==> src/rtl/bp_pkg.sv <==
// Shared types and helpers for the pattern-history-table update controller.
package bp_pkg;

  typedef enum logic {
    ST_INIT = 1'b0,
    ST_RUN  = 1'b1
  } state_t;

  localparam logic [1:0] SNT = 2'd0;
  localparam logic [1:0] WNT = 2'd1;
  localparam logic [1:0] WT  = 2'd2;
  localparam logic [1:0] ST  = 2'd3;

  localparam logic [1:0] INIT_VAL_DEF = WNT;

  function automatic logic [1:0] sat2_update(input logic [1:0] cnt, input logic taken);
    if (taken) return (cnt == ST) ? ST : cnt + 2'd1;
    else       return (cnt == SNT) ? SNT : cnt - 2'd1;
  endfunction

endpackage

==> src/rtl/bp_upd_fifo.sv <==
// Circular update queue; flush empties it at the next edge, overriding any push.
module bp_upd_fifo #(
  parameter int DEPTH = 4,
  parameter int WIDTH = 8
) (
  input  logic             clk,
  input  logic             rst,
  input  logic             flush,
  input  logic             push,
  input  logic [WIDTH-1:0] din,
  input  logic             pop,
  output logic [WIDTH-1:0] dout,
  output logic             full,
  output logic             empty
);
  localparam int AW = $clog2(DEPTH);
  localparam logic [AW:0] FULL_CNT = DEPTH[AW:0];

  logic [WIDTH-1:0] mem [DEPTH];
  logic [AW-1:0]    rd_ptr;
  logic [AW-1:0]    wr_ptr;
  logic [AW:0]      count;
  logic             do_push;
  logic             do_pop;

  assign full    = (count == FULL_CNT);
  assign empty   = (count == '0);
  assign do_push = push && !full;
  assign do_pop  = pop && !empty;
  assign dout    = mem[rd_ptr];

  always_ff @(posedge clk) begin
    if (do_push) mem[wr_ptr] <= din;
  end

  // DEPTH is a power of two, so the pointers wrap naturally
  always_ff @(posedge clk) begin
    if (rst || flush) begin
      rd_ptr <= '0;
      wr_ptr <= '0;
      count  <= '0;
    end else begin
      if (do_push) wr_ptr <= wr_ptr + 1'b1;
      if (do_pop)  rd_ptr <= rd_ptr + 1'b1;
      case ({do_push, do_pop})
        2'b10:   count <= count + 1'b1;
        2'b01:   count <= count - 1'b1;
        default: count <= count;
      endcase
    end
  end

endmodule

==> src/rtl/bp_pht_ctrl.sv <==
// PHT maintenance: sweeps the table to INIT_VAL, then drains queued branch
// outcomes through a single read-modify-write port.
module bp_pht_ctrl
  import bp_pkg::*;
#(
  parameter int         PHT_DEPTH = 7,
  parameter logic [1:0] INIT_VAL  = INIT_VAL_DEF,
  parameter int         QDEPTH    = 4
) (
  input  logic                 clk,
  input  logic                 rst,
  input  logic                 reinit,
  input  logic                 upd_valid,
  input  logic [PHT_DEPTH-1:0] upd_index,
  input  logic                 upd_taken,
  output logic                 upd_ready,
  output logic [PHT_DEPTH-1:0] pht_raddr,
  input  logic [1:0]           pht_rdata,
  output logic                 pht_we,
  output logic [PHT_DEPTH-1:0] pht_waddr,
  output logic [1:0]           pht_wdata,
  output logic                 init_done,
  output logic [7:0]           drop_cnt
);
  localparam int QW = PHT_DEPTH + 1;
  localparam logic [PHT_DEPTH-1:0] SWEEP_LAST = '1;

  state_t               state;
  logic [PHT_DEPTH-1:0] sweep_idx;
  logic [PHT_DEPTH-1:0] hold_idx;
  logic                 q_full;
  logic                 q_empty;
  logic [QW-1:0]        q_head;
  logic [PHT_DEPTH-1:0] head_idx;
  logic                 head_taken;
  logic                 push;
  logic                 pop;

  assign {head_idx, head_taken} = q_head;
  assign upd_ready = (state == ST_RUN) && !q_full;
  assign push      = upd_valid && upd_ready;
  assign pop       = (state == ST_RUN) && !q_empty;

  bp_upd_fifo #(
    .DEPTH(QDEPTH),
    .WIDTH(QW)
  ) u_fifo (
    .clk   (clk),
    .rst   (rst),
    .flush (reinit),
    .push  (push),
    .din   ({upd_index, upd_taken}),
    .pop   (pop),
    .dout  (q_head),
    .full  (q_full),
    .empty (q_empty)
  );

  // Port drive: the RMW result depends on same-cycle combinational read data
  always_comb begin
    pht_we    = 1'b0;
    pht_raddr = hold_idx;
    pht_waddr = hold_idx;
    pht_wdata = INIT_VAL;
    if (state == ST_INIT) begin
      pht_we    = 1'b1;
      pht_waddr = sweep_idx;
    end else if (pop) begin
      pht_we    = 1'b1;
      pht_raddr = head_idx;
      pht_waddr = head_idx;
      pht_wdata = sat2_update(pht_rdata, head_taken);
    end
  end

  // Keeps idle addresses stable at the last drained index
  always_ff @(posedge clk) begin
    if (pop) hold_idx <= head_idx;
  end

  always_ff @(posedge clk) begin
    if (rst || reinit) begin
      state     <= ST_INIT;
      sweep_idx <= '0;
      init_done <= 1'b0;
    end else if (state == ST_INIT) begin
      sweep_idx <= sweep_idx + 1'b1;
      if (sweep_idx == SWEEP_LAST) begin
        state     <= ST_RUN;
        init_done <= 1'b1;
      end
    end
  end

  always_ff @(posedge clk) begin
    if (rst)                                           drop_cnt <= '0;
    else if (upd_valid && !upd_ready && drop_cnt != 8'hFF) drop_cnt <= drop_cnt + 8'd1;
  end

endmodule
==> config.mk <==
export PLATFORM = sky130hd
export DESIGN_NAME = bp_pht_ctrl
export DESIGN_NICKNAME = d
export VERILOG_FILES = /design/src/rtl/bp_pkg.sv /design/src/rtl/bp_upd_fifo.sv /design/src/rtl/bp_pht_ctrl.sv
export SDC_FILE = /design/constraint.sdc
export NUM_CORES = 1
export LEC_CHECK = 0
export ABC_AREA = 1
export BUFFER_PORTS_ARGS = -buffer_cell sky130_fd_sc_hd__buf_2
export CAP_MARGIN = 25
export CORE_ASPECT_RATIO = 1.2
export CORE_MARGIN = 5
export CORE_UTILIZATION = 62
export CTS_CLUSTER_SIZE = 40
export DETAILED_ROUTE_END_ITERATION = 12
export PLACE_DENSITY = 0.85
export SKIP_CTS_REPAIR_TIMING = 1
export SYNTH_ARGS = -nofsm -noshare
export SYNTH_HDL_FRONTEND = slang
export SYNTH_SLANG_ARGS = --single-unit
==> constraint.sdc <==
create_clock -name clk -period 4.8 [get_ports clk]
set_clock_uncertainty 0.15 [all_clocks]
set_input_delay 0.48 -clock clk [delete_from_list [all_inputs] [get_ports clk]]
set_output_delay 0.48 -clock clk [all_outputs]
set_load 0.03 [all_outputs]
# --- Word-level counts from Yosys, hierarchy flattened ---
# Memories as Yosys holds them, arrays and structs flattened. A register that Yosys moved wholly into a read port is not among the register bits.
# Cells that the tools add are included.
op_classes:
  n_reduce_logical: 15
  n_addsub: 8
  bitwise_logic: 1
  muxes: 17
  eq_ne: 6
ops:
  columns: ["op", "n"]
  rows:
  - ["$mux 7", 3]
  - ["$mux 2", 7]
  - ["$add 8x1->8 const B", 1]
  - ["$ne 8x8->1 const B", 1]
  - ["$add 7x1->7 const B", 1]
  - ["$eq 7x7->1 const B", 1]
  - ["$logic_and 1x1->1", 7]
  - ["$add 2x1->2 const B", 3]
  - ["$mux 1", 6]
  - ["$pmux 3 s2", 1]
  - ["$eq 2x2->1 const B", 2]
  - ["$add 3x1->3 const B", 1]
  - ["$eq 3x3->1 const B", 1]
  - ["$logic_not 1->1", 3]
  - ["$logic_not 3->1", 1]
  - ["$sub 3x1->3 const B", 1]
  - ["$eq 2x1->1 const B", 1]
  - ["$logic_not 2->1", 1]
  - ["$reduce_and 2->1", 1]
  - ["$reduce_bool 2->1", 1]
  - ["$sub 2x1->2 const B", 1]
  - ["$logic_or 1x1->1", 1]
  - ["$not 1->1", 1]
totals:
  n_memories: 1
  word_cells: 56
  mem_bits_rw: 32
  reg_bits: 31
  inputBits: 14
memory_table:
  columns: ["name", "words", "width", "rd", "rd_ports_with_merged_regs", "write_ports", "line", "text"]
  rows:
  - ["u_fifo.mem", 4, 8, 1, 1, 1, "bp_upd_fifo.sv:19", "logic [WIDTH-1:0] mem [DEPTH];"]

# --- Logic depth before layout (Yosys ltp) ---
depth:
  depth_word: 7
  mapped_depth: 13

# --- Hierarchy ---
# Synthesis repeated with hierarchy kept, for this count alone.
unflattened:
  cells_unflattened: 331
  area_unflattened_um2: 2940.3
by_module_without_submodules:
  columns: ["module", "area_per_inst_um2", "cells_per_inst", "n_inst"]
  rows:
  - ["bp_upd_fifo", 1697.9, 148, 1]
  - ["bp_pht_ctrl", 1242.4, 183, 1]

# --- Worst setup path after synthesis ---
# OpenSTA, ideal clock, no wires.
synth_timing:
  path_kind: "reg2out"
  startpoint: "register state"
  endpoint: "output pht_wdata[1]"
  n_path_buf: 2
  path_stages_with_launch: 7
  t_arrival_ps: 1364
  slack_ps: 2806
  cell_sequence: "dfxtp_1 -> buf_6 -> inv_2 -> a21oi_4 -> buf_6 -> o21ai_0 -> a21oi_1"
synth_between:
  elab_chain_len: 3
synth_lines:
  columns: ["element", "line", "text"]
  rows:
  - ["start, declared", "bp_pht_ctrl.sv:28", "state_t state;"]
  - ["start signal, assigned", "bp_pht_ctrl.sv:83", "state <= ST_INIT;"]
  - ["start signal, assigned", "bp_pht_ctrl.sv:89", "state <= ST_RUN;"]
  - ["$logic_and 1x1->1", "bp_pht_ctrl.sv:42", "assign pop = (state == ST_RUN) && !q_empty;"]
  - ["$mux 2", "bp_pht_ctrl.sv:68", "end else if (pop) begin"]
  - ["$mux 2 (*)", "bp_pht_ctrl.sv:65", "if (state == ST_INIT) begin"]
  - ["end, declared", "bp_pht_ctrl.sv:21", "output logic [1:0] pht_wdata,"]
# Mark *: on every way between the ends. The rest lies on a longest branch, timed or not.

# --- Worst setup path after layout ---
layout_timing:
  startpoint: "register state"
  endpoint: "output pht_waddr[6]"
layout_between:
  elab_chain_len: 3
layout_lines:
  columns: ["element", "line", "text"]
  rows:
  - ["$logic_and 1x1->1", "bp_pht_ctrl.sv:42", null]
  - ["$mux 7", "bp_pht_ctrl.sv:68", null]
  - ["$mux 7 (*)", "bp_pht_ctrl.sv:65", null]
  - ["end, declared", "bp_pht_ctrl.sv:20", "output logic [PHT_DEPTH-1:0] pht_waddr,"]
# Marked as above.

==> tab_implementation.tex <==
\begin{tabular}{lr}
\hline
Metric & Value \\
\hline
\multicolumn{2}{l}{\textbf{Status}} \\
Status & completed \\
\multicolumn{2}{l}{\textbf{Synth}} \\
Post-synthesis cell type count & 31 \\
Register area share after synthesis & between 50 and 60\% \\
Yosys warnings & 0 \\
Post-synthesis sequential element count & between 60 and 70 \\
Net count of the mapped netlist & approximately 400 \\
Netlist Area Pre-Place & roughly 0.0031 mm\^{}2 \\
Syn\_area\_per\_cell & 8.356 um\^{}2 \\
Post-synthesis cell count & $\sim$370 \\
\multicolumn{2}{l}{\textbf{Die}} \\
Std-Cell Rows & 28 \\
Area enclosed by the die boundary & 0.006551 mm\^{}2 \\
Vertical die dimension & roughly 90 um \\
Die width & approximately 75 um \\
Total I/O pin count & 41 \\
Initial core utilization & between 60\% and 70\% \\
Area of the core & between 0.004 and 0.005 mm\^{}2 \\
\multicolumn{2}{l}{\textbf{Setup path}} \\
Standard cell with the maximum stage delay on the critical path & dfxtp\_1 \\
Critical Path Sink Type & primary output \\
CP most frequent cell & nand3\_1 \\
Largest fanout of any net on the critical path & 19 \\
Ordered list of cells on the worst path & inv\_2 > a21oi\_4 > nand3\_1 > nand3\_1 > nand2\_1 > buf\_2 \\
Data arrival time of the critical path & $\sim$2400 ps \\
Crit Path Category & reg2out \\
Cell family with the largest share of critical-path delay & flip-flops \\
Peak per-stage delay on the critical path & approximately 760 ps \\
Kind of start point of the critical path & flip-flop \\
Endpoint required time on the critical path & roughly 4200 ps \\
Number of buffers and inverters on the critical path & 2 \\
\multicolumn{2}{l}{\textbf{CTS}} \\
Clock sink count & between 60 and 70 \\
TritonCTS buffer count & 9 \\
CTS H-tree depth & 3 \\
Clock latency on the worst-skew pair & 340 ps \\
Clock transition time at the flip-flop clock pins of the worst setup and hold paths & 70 ps \\
TritonCTS clock tree & done \\
Root buf cell & clkbuf\_8 \\
Clock buffer depth & 2 \\
\multicolumn{2}{l}{\textbf{GRT}} \\
GRT Resource Usage Total & 20.52\% \\
Maximum number of pins on one net before global-route repair & 20 \\
Via count of the first global-routing pass & $\sim$2.3k \\
First-pass GRT wire length & 10120 um \\
Antenna violations before repair & 0 \\
Residual overflow from global routing & 0 \\
\multicolumn{2}{l}{\textbf{Timing}} \\
Share of the clock period used by the worst path & between 60\% and 70\% \\
Number of setup violations in the final report & 0 \\
Min Tclk post-route & 3031 ps \\
Highest Clock Rate & approximately 0.33 GHz \\
Final total negative setup slack & 0 ps \\
Final count of hold timing violations & 0 \\
Slew headroom & between 40\% and 50\% \\
Worst Max-Slew Pin Slew & approximately 810 ps \\
Setup repair after global routing missed its margin & false \\
Number of max-slew violations in the final report & 0 \\
\multicolumn{2}{l}{\textbf{Finish}} \\
Layout cells sized above 1 & 18.62\% \\
Final cell count without fillers & roughly 480 \\
Layout overhead on the synthesized area & 12.44\% \\
Antenna Cells & 0 \\
Final Net Count & between 400 and 500 \\
Core occupancy in the finished layout & 71.45\% \\
Most used cells in the layout excluding fill and tap cells & nand2\_1, inv\_1, nor2\_1 \\
Most common cell after layout, fill and taps aside & nand2\_1 \\
\multicolumn{2}{l}{\textbf{Flow run}} \\
Max cap viols & 0 \\
\multicolumn{2}{l}{\textbf{Drt}} \\
Iteration count of the initial detailed-routing pass & 4 \\
DRC errors left & 0 \\
WL final & 6047 um \\
Routed metal-1 wire length & between 2000 and 3000 um \\
Number of nets with antenna violations after detailed routing & 0 \\
Via Count & 2419 \\
Violation count after the first detailed-routing iteration & 190 \\
Routed met2 length & slightly below 3000 um \\
Average wire length per cell after detail routing & $\sim$13 um \\
DR WL met3 & about 300 um \\
Mean number of vias per cell & roughly 5 \\
Uppermost metal layer occupied by signal nets & met4 \\
\multicolumn{2}{l}{\textbf{Placement}} \\
Routability congestion estimate from global placement & 0.8465 \\
Post-DP HPWL & 4224 um \\
Quantity of I/O buffers inserted on ports & 40 \\
Placed Instances & between 400 and 500 \\
\multicolumn{2}{l}{\textbf{Power}} \\
PD cells & $\sim$310 mW/mm\^{}2 \\
Worst-case vdd ir drop & between 200 and 250 uV \\
Leak Pwr & $\sim$1.5 nW \\
\multicolumn{2}{l}{\textbf{Min path}} \\
Class of the worst hold path & in2reg \\
\hline
\end{tabular}
-- per-stage QoR --
| stage | area (um^2) | total power [mW] | setup slack [ps] | hold slack [ps] |
|---|---|---|---|---|
| 2_1_floorplan | 3117 | 0.6470 | 2806 | 283.4 |
| 3_3_place_gp | 3319 | 0.6650 | 2204 | 297.3 |
| 3_5_place_dp | 3319 | 0.6669 | 2041 | 308.6 |
| 4_1_cts | 3505 | 1.104 | 1807 | 153.6 |
| 5_1_grt | 3505 | 1.140 | 1618 | 166.9 |
| 6_report | 3505 | 1.097 | 1769 | 170.4 |
-- cells by family (layout without fill, tap and decap cells) --
| group | count (synthesis) | count (layout) | share of synthesized area, % |
|---|---|---|---|
| flip-flops | 65 | 65 | 52.03 |
| adder cells (fa/ha/maj) | 8 | 8 | 3.452 |
| XOR/XNOR | 2 | 2 | 0.5621 |
| AND/OR/NAND/NOR | 195 | 195 | 28.38 |
| AO/OA/AOI/OAI | 34 | 34 | 6.022 |
| buffers and inverters | 69 | 115 | 9.554 |
-- sequential cells by signal (all words and copies together), names as in the netlist, named ones only --
name           flops
u_fifo.mem        32
drop_cnt           8
hold_idx           7
sweep_idx          7
u_fifo.count       3
u_fifo.rd_ptr      2
u_fifo.wr_ptr      2
init_done          1
state              1
-- power by group --
group / total (mW) / internal [mW] / switching, mW
Combinational: 0.0603 / 0.0204 / 0.0399
Sequential: 0.595 / 0.588 / 0.00764
Clock: 0.442 / 0.236 / 0.206
-- per-layer routing --
metal / global-route usage, % / up-vias
met1: 26.07 / 1104
met5: 0 / -
met3: 5.511 / 9
met2: 32.93 / 49
li1: - / 1257
met4: 8.576 / 0
-- final timing paths --
path	start	to	slack [ps]	depth (start not counted)
setup reg to reg	state$_SDFF_PP0_	u_fifo.count[2]$_SDFFE_PP0P_	1950	10
hold reg to reg	u_fifo.rd_ptr[1]$_SDFFE_PP0P_	flip-flop	320	2
setup / recovery	state$_SDFF_PP0_	pht_waddr[6]	1770	6
hold / removal	rst	drop_cnt[3]$_SDFFE_PP0P_	170	2
-- Yosys cell counts --
cell type,instances,area [um^2]
inv_1,54,202.7
nand2_4,2,22.52
fa_1,1,20.02
o211ai_1,1,7.510
and2_1,14,87.58
nor2_1,43,161.4
xnor2_1,1,8.760
nand2_2,8,50.05
nor3_2,1,10.01
a31oi_1,1,6.260
nand4_1,1,6.260
clkbuf_1,2,7.510
a21oi_4,1,16.27
nand2_1,86,322.8
o21a_1,1,7.510
buf_4,2,15.01
dfxtp_1,33,660.6
a21oi_1,14,70.07
nand3_1,30,150.1
nor2_4,1,11.26
xor2_1,1,8.760
buf_6,4,45.04
nor3_1,4,20.02
edfxtp_1,32,960.9
ha_1,7,87.58
nand3_2,3,30.03
inv_2,6,22.52
buf_2,1,5.000
o21ai_0,14,70.07
nor2_2,2,12.51
o21ai_1,2,10.01
-- area by class of cell --
cell class	instances	area, um^2
inverters	60	225.2
multi-input cells	239	1197
well taps	60	75.07
repair buffers	40	200.2
clock buffers	10	127.6
clock inverters	5	57.56
flip-flops and latches	65	1622
fillers	383	1400
Note: power is estimated with default switching activity, not from simulation.
